`src/rtl/gemm_tile_sequencer_pkg.sv`:
```
// Shared types and limits for the GEMM K-tile sequencer: Info beat tag,
// counter widths sized from the tile limits, and the sequencer state enum.
package gemm_tile_sequencer_pkg;

  localparam int MAX_TILE_SIZE_M = 512;
  localparam int MAX_TILES       = 1024;
  localparam int MIN_TILE_CYCLES = 8;

  localparam int TILE_M_W = $clog2(MAX_TILE_SIZE_M + 1);
  localparam int TILE_W   = $clog2(MAX_TILES + 1);

  typedef logic [TILE_M_W-1:0] TileMCnt;
  typedef logic [TILE_W-1:0]   TileCnt;

  typedef struct packed {
    logic valid;
    logic first_tile_k;
    logic last_tile_k;
    logic new_tile_k;
  } Info;

  typedef enum logic [1:0] {
    IDLE,
    RUN,
    GAP
  } SeqState;

endpackage

```
`src/rtl/gemm_tile_sequencer_tile_counter.sv`:
```
// Wrapping up-counter with synchronous clear, programmable terminal value
// and a registered wrap flag (high the cycle after the terminal count is consumed).
module tile_counter #(
  parameter int W = 10
) (
  input  logic         i_clk,
  input  logic         i_rst,
  input  logic         i_clear,
  input  logic         i_en,
  input  logic [W-1:0] i_last,
  output logic [W-1:0] o_cnt,
  output logic         o_at_last,
  output logic         o_wrap
);

  logic [W-1:0] r_cnt;
  logic         r_wrap;

  assign o_at_last = (r_cnt == i_last);
  assign o_cnt     = r_cnt;
  assign o_wrap    = r_wrap;

  always_ff @(posedge i_clk or posedge i_rst) begin
    if (i_rst) begin
      r_cnt  <= '0;
      r_wrap <= 1'b0;
    end else begin
      r_wrap <= i_en & o_at_last;
      if (i_clear) begin
        r_cnt <= '0;
      end else if (i_en) begin
        r_cnt <= o_at_last ? '0 : r_cnt + 1'b1;
      end
    end
  end

endmodule

```
`src/rtl/gemm_tile_sequencer.sv`:
```
// Gates operand beats toward the MXU and tags each with its K-tile position,
// padding short K-tiles so the accumulator RMW loop keeps up.
// Optional stall counter output enabled by `define GEMM_TILE_SEQ_STALL_CNT_EN.
module gemm_tile_sequencer
  import gemm_tile_sequencer_pkg::*;
(
  input  logic    clk,
  input  logic    resetn,
  input  logic    cfg_valid,
  output logic    cfg_ready,
  input  TileMCnt cfg_tile_size_m,
  input  TileCnt  cfg_num_tiles_k,
  input  TileCnt  cfg_num_tiles_n,
  output logic    cfg_err,
  input  logic    in_valid,
  output logic    in_ready,
  output Info     qinfo,
  output logic    busy,
  output logic    done
`ifdef GEMM_TILE_SEQ_STALL_CNT_EN
  ,
  output logic [31:0] stall_cnt
`endif
);

  localparam int ELAP_W = $clog2(MIN_TILE_CYCLES + 1);
  localparam logic [ELAP_W-1:0] ELAP_MAX  = ELAP_W'(MIN_TILE_CYCLES);
  localparam logic [ELAP_W-1:0] ELAP_EXIT = ELAP_W'(MIN_TILE_CYCLES - 1);

  SeqState r_state, w_next;
  TileMCnt r_m;
  TileCnt  r_k, r_n;
  TileMCnt w_row;
  TileCnt  w_kc, w_nc;
  logic    w_row_last, w_k_last, w_n_last;
  logic    w_row_wrap, w_k_wrap, w_n_wrap;
  logic    w_unused;
  logic [ELAP_W-1:0] r_elapsed, w_elapsed_now;
  Info     r_qinfo_p1;
  logic    r_cfg_err;
  logic    w_cfg_take, w_cfg_bad, w_start, w_beat, w_job_last, w_tile_end;

  assign w_cfg_take = cfg_valid & (r_state == IDLE);
  assign w_cfg_bad  = (cfg_tile_size_m == '0) | (cfg_tile_size_m > TileMCnt'(MAX_TILE_SIZE_M)) |
                      (cfg_num_tiles_k == '0) | (cfg_num_tiles_k > TileCnt'(MAX_TILES)) |
                      (cfg_num_tiles_n == '0) | (cfg_num_tiles_n > TileCnt'(MAX_TILES));
  assign w_start    = w_cfg_take & ~w_cfg_bad;
  assign w_beat     = (r_state == RUN) & in_valid;
  assign w_job_last = w_beat & w_row_last & w_k_last & w_n_last;
  assign w_tile_end = w_beat & w_row_last & ~w_job_last;
  // A tile's first beat counts as zero elapsed cycles (matters for M == 1).
  assign w_elapsed_now = (w_row == '0) ? '0 : r_elapsed;

  tile_counter #(.W(TILE_M_W)) u_row (
    .i_clk(clk), .i_rst(resetn), .i_clear(w_start), .i_en(w_beat),
    .i_last(r_m - TileMCnt'(1)), .o_cnt(w_row), .o_at_last(w_row_last), .o_wrap(w_row_wrap)
  );

  tile_counter #(.W(TILE_W)) u_k (
    .i_clk(clk), .i_rst(resetn), .i_clear(w_start), .i_en(w_beat & w_row_last),
    .i_last(r_k - TileCnt'(1)), .o_cnt(w_kc), .o_at_last(w_k_last), .o_wrap(w_k_wrap)
  );

  // The n counter only wraps on the job's final beat, so its wrap flag is done.
  tile_counter #(.W(TILE_W)) u_n (
    .i_clk(clk), .i_rst(resetn), .i_clear(w_start), .i_en(w_beat & w_row_last & w_k_last),
    .i_last(r_n - TileCnt'(1)), .o_cnt(w_nc), .o_at_last(w_n_last), .o_wrap(w_n_wrap)
  );

  assign w_unused = w_row_wrap ^ w_k_wrap ^ (^w_nc);

  always_ff @(posedge clk) begin
    if (w_start) begin
      r_m <= cfg_tile_size_m;
      r_k <= cfg_num_tiles_k;
      r_n <= cfg_num_tiles_n;
    end
  end

  always_ff @(posedge clk or posedge resetn) begin
    if (resetn) begin
      r_state <= IDLE;
    end else begin
      r_state <= w_next;
    end
  end

  always_comb begin
    w_next    = r_state;
    cfg_ready = 1'b0;
    in_ready  = 1'b0;
    busy      = 1'b1;
    case (r_state)
      IDLE: begin
        cfg_ready = 1'b1;
        busy      = 1'b0;
        if (w_start) w_next = RUN;
      end
      RUN: begin
        in_ready = 1'b1;
        if (w_job_last) begin
          w_next = IDLE;
        end else if (w_tile_end && (w_elapsed_now < ELAP_EXIT)) begin
          w_next = GAP;
        end
      end
      GAP: begin
        if (r_elapsed >= ELAP_EXIT) w_next = RUN;
      end
      default: w_next = IDLE;
    endcase
  end

  // p1: registered beat tag, reject pulse and elapsed-since-tile-start count
  always_ff @(posedge clk or posedge resetn) begin
    if (resetn) begin
      r_qinfo_p1 <= '0;
      r_cfg_err  <= 1'b0;
      r_elapsed  <= '0;
    end else begin
      r_cfg_err <= w_cfg_take & w_cfg_bad;
      if (w_beat) begin
        r_qinfo_p1 <= '{valid: 1'b1, first_tile_k: (w_kc == '0),
                        last_tile_k: w_k_last, new_tile_k: (w_row == '0)};
      end else begin
        r_qinfo_p1 <= '0;
      end
      if (w_beat && (w_row == '0)) begin
        r_elapsed <= ELAP_W'(1);
      end else if (r_elapsed != ELAP_MAX) begin
        r_elapsed <= r_elapsed + 1'b1;
      end
    end
  end

  assign qinfo   = r_qinfo_p1;
  assign cfg_err = r_cfg_err;
  assign done    = w_n_wrap;

`ifdef GEMM_TILE_SEQ_STALL_CNT_EN
  logic [31:0] r_stall_cnt;

  always_ff @(posedge clk or posedge resetn) begin
    if (resetn) begin
      r_stall_cnt <= '0;
    end else if (w_start) begin
      r_stall_cnt <= '0;
    end else if ((((r_state == RUN) && !in_valid) || (r_state == GAP)) && (r_stall_cnt != '1)) begin
      r_stall_cnt <= r_stall_cnt + 1'b1;
    end
  end

  assign stall_cnt = r_stall_cnt;
`endif

endmodule

```
`config.mk`:
```
export PLATFORM = sky130hd
export DESIGN_NAME = gemm_tile_sequencer
export DESIGN_NICKNAME = d
export VERILOG_FILES = /design/src/rtl/gemm_tile_sequencer_pkg.sv /design/src/rtl/gemm_tile_sequencer_tile_counter.sv /design/src/rtl/gemm_tile_sequencer.sv
export SDC_FILE = /design/constraint.sdc
export NUM_CORES = 1
export LEC_CHECK = 0
export ABC_CLOCK_PERIOD_IN_PS = 3170
export CORE_ASPECT_RATIO = 1.5
export CORE_UTILIZATION = 29
export DETAILED_ROUTE_END_ITERATION = 8
export PLACE_DENSITY_LB_ADDON = 0.12
export SYNTH_ARGS = -nofsm -noshare
export SYNTH_HDL_FRONTEND = slang
export SYNTH_SLANG_ARGS = --single-unit
```
`constraint.sdc`:
```
create_clock -name clk -period 3.17 [get_ports clk]
set_input_delay 0.4755 -clock clk [delete_from_list [all_inputs] [get_ports clk]]
set_output_delay 0.4755 -clock clk [all_outputs]
set_load 0.05 [all_outputs]
```
==> impl_metrics.env <==
export IMPL_routed_via_density=5.29
export IMPL_clk_transition_reported_paths_ns=0.06
export IMPL_number_of_synthesized_flops_with_an_enable_pin=32
export IMPL_groute_usage_overall=0.161
export IMPL_min_to="r_state[0]"
export IMPL_synthTopCellsByCount="sky130_fd_sc_hd__dfrtp_1, sky130_fd_sc_hd__nand2_1, sky130_fd_sc_hd__nand3_1"
export IMPL_rr_worst_depth=8
export IMPL_peak_freq_mhz=334
export IMPL_drc=0
export IMPL_worst_clock_skew_ns=0.00641
export IMPL_layout_filler_cells=1622
export IMPL_ys_async_sr_fraction=0.579
export IMPL_core_area_um2=15800
export IMPL_antenna_violating_nets_post_route=0
export IMPL_crit_required_ns=3.38
export IMPL_area_growth_syn_to_layout_pct=25.4
export IMPL_number_of_antenna_violations_at_the_first_check_in_global_routing=0
export IMPL_clkLatencyLatePin_ns=0.34
export IMPL_worstSetupPathType="reg -> reg"
export IMPL_gpl_final_weighted_congestion=0.827
export IMPL_power_density_nw_per_um2=501
export IMPL_setup_repair_after_global_routing_missed_its_margin="no"
export IMPL_setup_viol_count_final=0
export IMPL_postSynthCellCount=499
export IMPL_diodes=0
export IMPL_placement_setup_slack_ns=-0.0367
export IMPL_vdd_drop_max_mv=0.258
export IMPL_maximum_fanout_encountered_on_the_critical_timing_path=8
export IMPL_seq_area_frac_synth=0.438
export IMPL_floorplan_io_pins=45
export IMPL_fin_util=0.375
export IMPL_rr_startpoint="r_n[2]"
export IMPL_dr_pass1_iters=4
export IMPL_hold_worst_slack_ns=0.507
export IMPL_fin_crit_ns=3.00
export IMPL_cts_hold_buffers_added=0
export IMPL_routed_wire_length_per_instance_um=16.6
export IMPL_cellLeakagePower_nw=2.27
export IMPL_synth_seq_cells=76
export IMPL_layout_setup_ws_ns=0.172
export IMPL_wirelength_um=12800
export IMPL_yosysWarningCount=0
export IMPL_relSlewSlack=0.606
export IMPL_syn_area_per_cell_um2=9.44
export IMPL_overflow_left_after_global_routing=0
export IMPL_syn_num_nets=545
export IMPL_die_area_um2=16800
export IMPL_hold_viol=0
export IMPL_post_synth_num_cell_types=66
export IMPL_placed_cells=754
export IMPL_setup_total_negative_slack_ns=0
export IMPL_synth_top_area_share=0.234
export IMPL_timing_critical_path_from_type="register"
export IMPL_synth_most_common_cell="sky130_fd_sc_hd__dfrtp_1"
export IMPL_via_count=4081
export IMPL_layout_drive_gt1_share=0.120
export IMPL_nNetsFinal=609
export IMPL_cts_path_max_buffers=2
export IMPL_timing_final_crit_share=0.946
export IMPL_min_delay_path_depth=1
export IMPL_netlist_area_um2=4710
export IMPL_synthTopCellsByArea="sky130_fd_sc_hd__dfrtp_1, sky130_fd_sc_hd__edfxtp_1, sky130_fd_sc_hd__xnor2_1"
export IMPL_layout_cells_non_filler=771
export IMPL_cap_violations=0
export IMPL_tritoncts_num_sinks=76
export IMPL_fp_row_count=56
export IMPL_maxSlewViolCount=0
export IMPL_post_synth_top_area_cell="sky130_fd_sc_hd__dfrtp_1"
export IMPL_grt_pass1_wl_um=20600
export IMPL_worstReg2RegEnd="u_n.o_cnt[9]"
export IMPL_cts_buffers_inserted=9
export IMPL_critical_path_endpoint_type="register"
export IMPL_overall_die_height_um=158
export IMPL_dp_hpwl_um=9740
export IMPL_initial_utilization=0.299
export IMPL_rrSetupSlack_ns=0.17
export IMPL_first_iter_violations=176
export IMPL_cts_root_buffer="sky130_fd_sc_hd__clkbuf_16"
export IMPL_worstPathArrival_ns=3.21
export IMPL_chipWidth_um=106
export IMPL_number_of_global_route_vias_before_repair=4015
export IMPL_worstMarginPinSlew_ns=0.591
export IMPL_tritoncts="built"
export IMPL_worstHoldPathType="reg -> reg"
export IMPL_h_tree_depth=3
export IMPL_port_buffers=44
export IMPL_hold_start="r_state[0]"
export IMPL_run_status="finished, final reports clean"
export IMPL_synthFlopType="sky130_fd_sc_hd__dfrtp_1"
export IMPL_pin_count_of_the_biggest_net_entering_global_routing=45
[critical path, stage by stage, from the launching register on]
cell                       delay, ns
sky130_fd_sc_hd__edfxtp_1       0.48
sky130_fd_sc_hd__or3_1          0.43
sky130_fd_sc_hd__or4_1          0.54
sky130_fd_sc_hd__o32ai_1        0.18
sky130_fd_sc_hd__o211ai_1       0.14
sky130_fd_sc_hd__or4_1          0.60
sky130_fd_sc_hd__o31ai_4        0.26
sky130_fd_sc_hd__buf_4          0.20
sky130_fd_sc_hd__a21oi_1        0.05
[report_power, final]
part / internal (mW) / total (mW) / switching (mW)
Clock: 0.659 / 1.09 / 0.431
Sequential: 1.12 / 1.27 / 0.148
Combinational: 0.282 / 0.602 / 0.320
Total: 2.06 / 2.96 / 0.899
[metal layers]
layer,wire length [µm],GRT usage
met1,5130,0.171
met2,7080,0.315
met3,310,0.0231
met4,280,0.0635
met5,0,0
[what timing repair did]
| action | CTS | global route |
|---|---|---|
| buffers inserted | 0 | 1 |
| setup endpoints to repair | 0 | 14 |
| resized for setup | 0 | 7 |
[worst max path at each step]
stage / from / to / slack (ns) / cells after the start
finish: r_n[2] / u_n.o_cnt[9] / 0.17 / 8
global route: r_k[1] / u_n.o_cnt[2] / 0.04 / 10
CTS: r_n[1] / r_state[1] / 0.05 / 10
detailed placement: cfg_num_tiles_n[0] / u_row.o_cnt[9] / -0.04 / 9
global placement: cfg_num_tiles_n[1] / u_k.o_cnt[10] / -0.07 / 9
floorplan: r_n[0] / u_n.o_cnt[10] / 0.03 / 9
[layout by cell type (no fill, tap or decap), types with 7 or more instances in the layout]
master                            instances
sky130_fd_sc_hd__dfrtp_1                 44
sky130_fd_sc_hd__clkdlybuf4s50_1         44
sky130_fd_sc_hd__nand2_1                 39
sky130_fd_sc_hd__nand3_1                 36
sky130_fd_sc_hd__edfxtp_1                32
sky130_fd_sc_hd__buf_4                   31
sky130_fd_sc_hd__xnor2_1                 30
sky130_fd_sc_hd__nor2_1                  28
sky130_fd_sc_hd__inv_1                   25
sky130_fd_sc_hd__a21oi_1                 19
sky130_fd_sc_hd__nor3_1                  18
sky130_fd_sc_hd__o21ai_0                 17
sky130_fd_sc_hd__or4_1                   15
sky130_fd_sc_hd__xor2_1                  13
sky130_fd_sc_hd__nor4_1                  12
sky130_fd_sc_hd__a31oi_1                 12
sky130_fd_sc_hd__nor2b_1                 10
sky130_fd_sc_hd__nand4_1                 10
sky130_fd_sc_hd__ha_1                    10
sky130_fd_sc_hd__clkbuf_16               10
sky130_fd_sc_hd__o211ai_1                 8
sky130_fd_sc_hd__o31ai_1                  8
sky130_fd_sc_hd__or2_2                    7
sky130_fd_sc_hd__or3_1                    7
[stage by stage]
| step | area [µm²] | power, mW |
|---|---|---|
| 3_5_place_dp | 5550 | 1.89 |
| 5_1_grt | 5910 | 3.11 |
| 4_1_cts | 5860 | 2.99 |
| 3_3_place_gp | 5550 | 1.87 |
| 2_1_floorplan | 4710 | 1.68 |
| 6_report | 5910 | 2.96 |
[cell families (layout without fill, tap and decap cells)]
family / Yosys count / in the layout / synth area share
compound gates: 104 / 104 / 0.156
xor+xnor: 44 / 44 / 0.0850
fa+ha+maj: 10 / 10 / 0.0266
buf+inv: 50 / 119 / 0.0436
flops: 76 / 76 / 0.438
mux: 4 / 4 / 0.00877
simple gates: 211 / 211 / 0.243
[registers in the layout, indices dropped and copies added (netlist names)]
name / flops
u_row.o_cnt: 10
r_k: 11
r_m: 10
cfg_err: 1
r_state: 2
r_elapsed: 4
u_k.o_cnt: 11
u_n.o_wrap: 1
u_n.o_cnt: 11
r_n: 11
qinfo: 4
[cell type report]
type	instances	area, µm²	share of cell area
inverters	26	97.6	0.0165
repair buffers	77	704	0.119
multi-input cells	373	2480	0.419
flip-flops and latches	76	2060	0.349
clock buffers	11	254	0.0430
well taps	203	254	0.0430
clock inverters	5	57.6	0.00974
No activity file was read; power rests on OpenSTA's default activity.
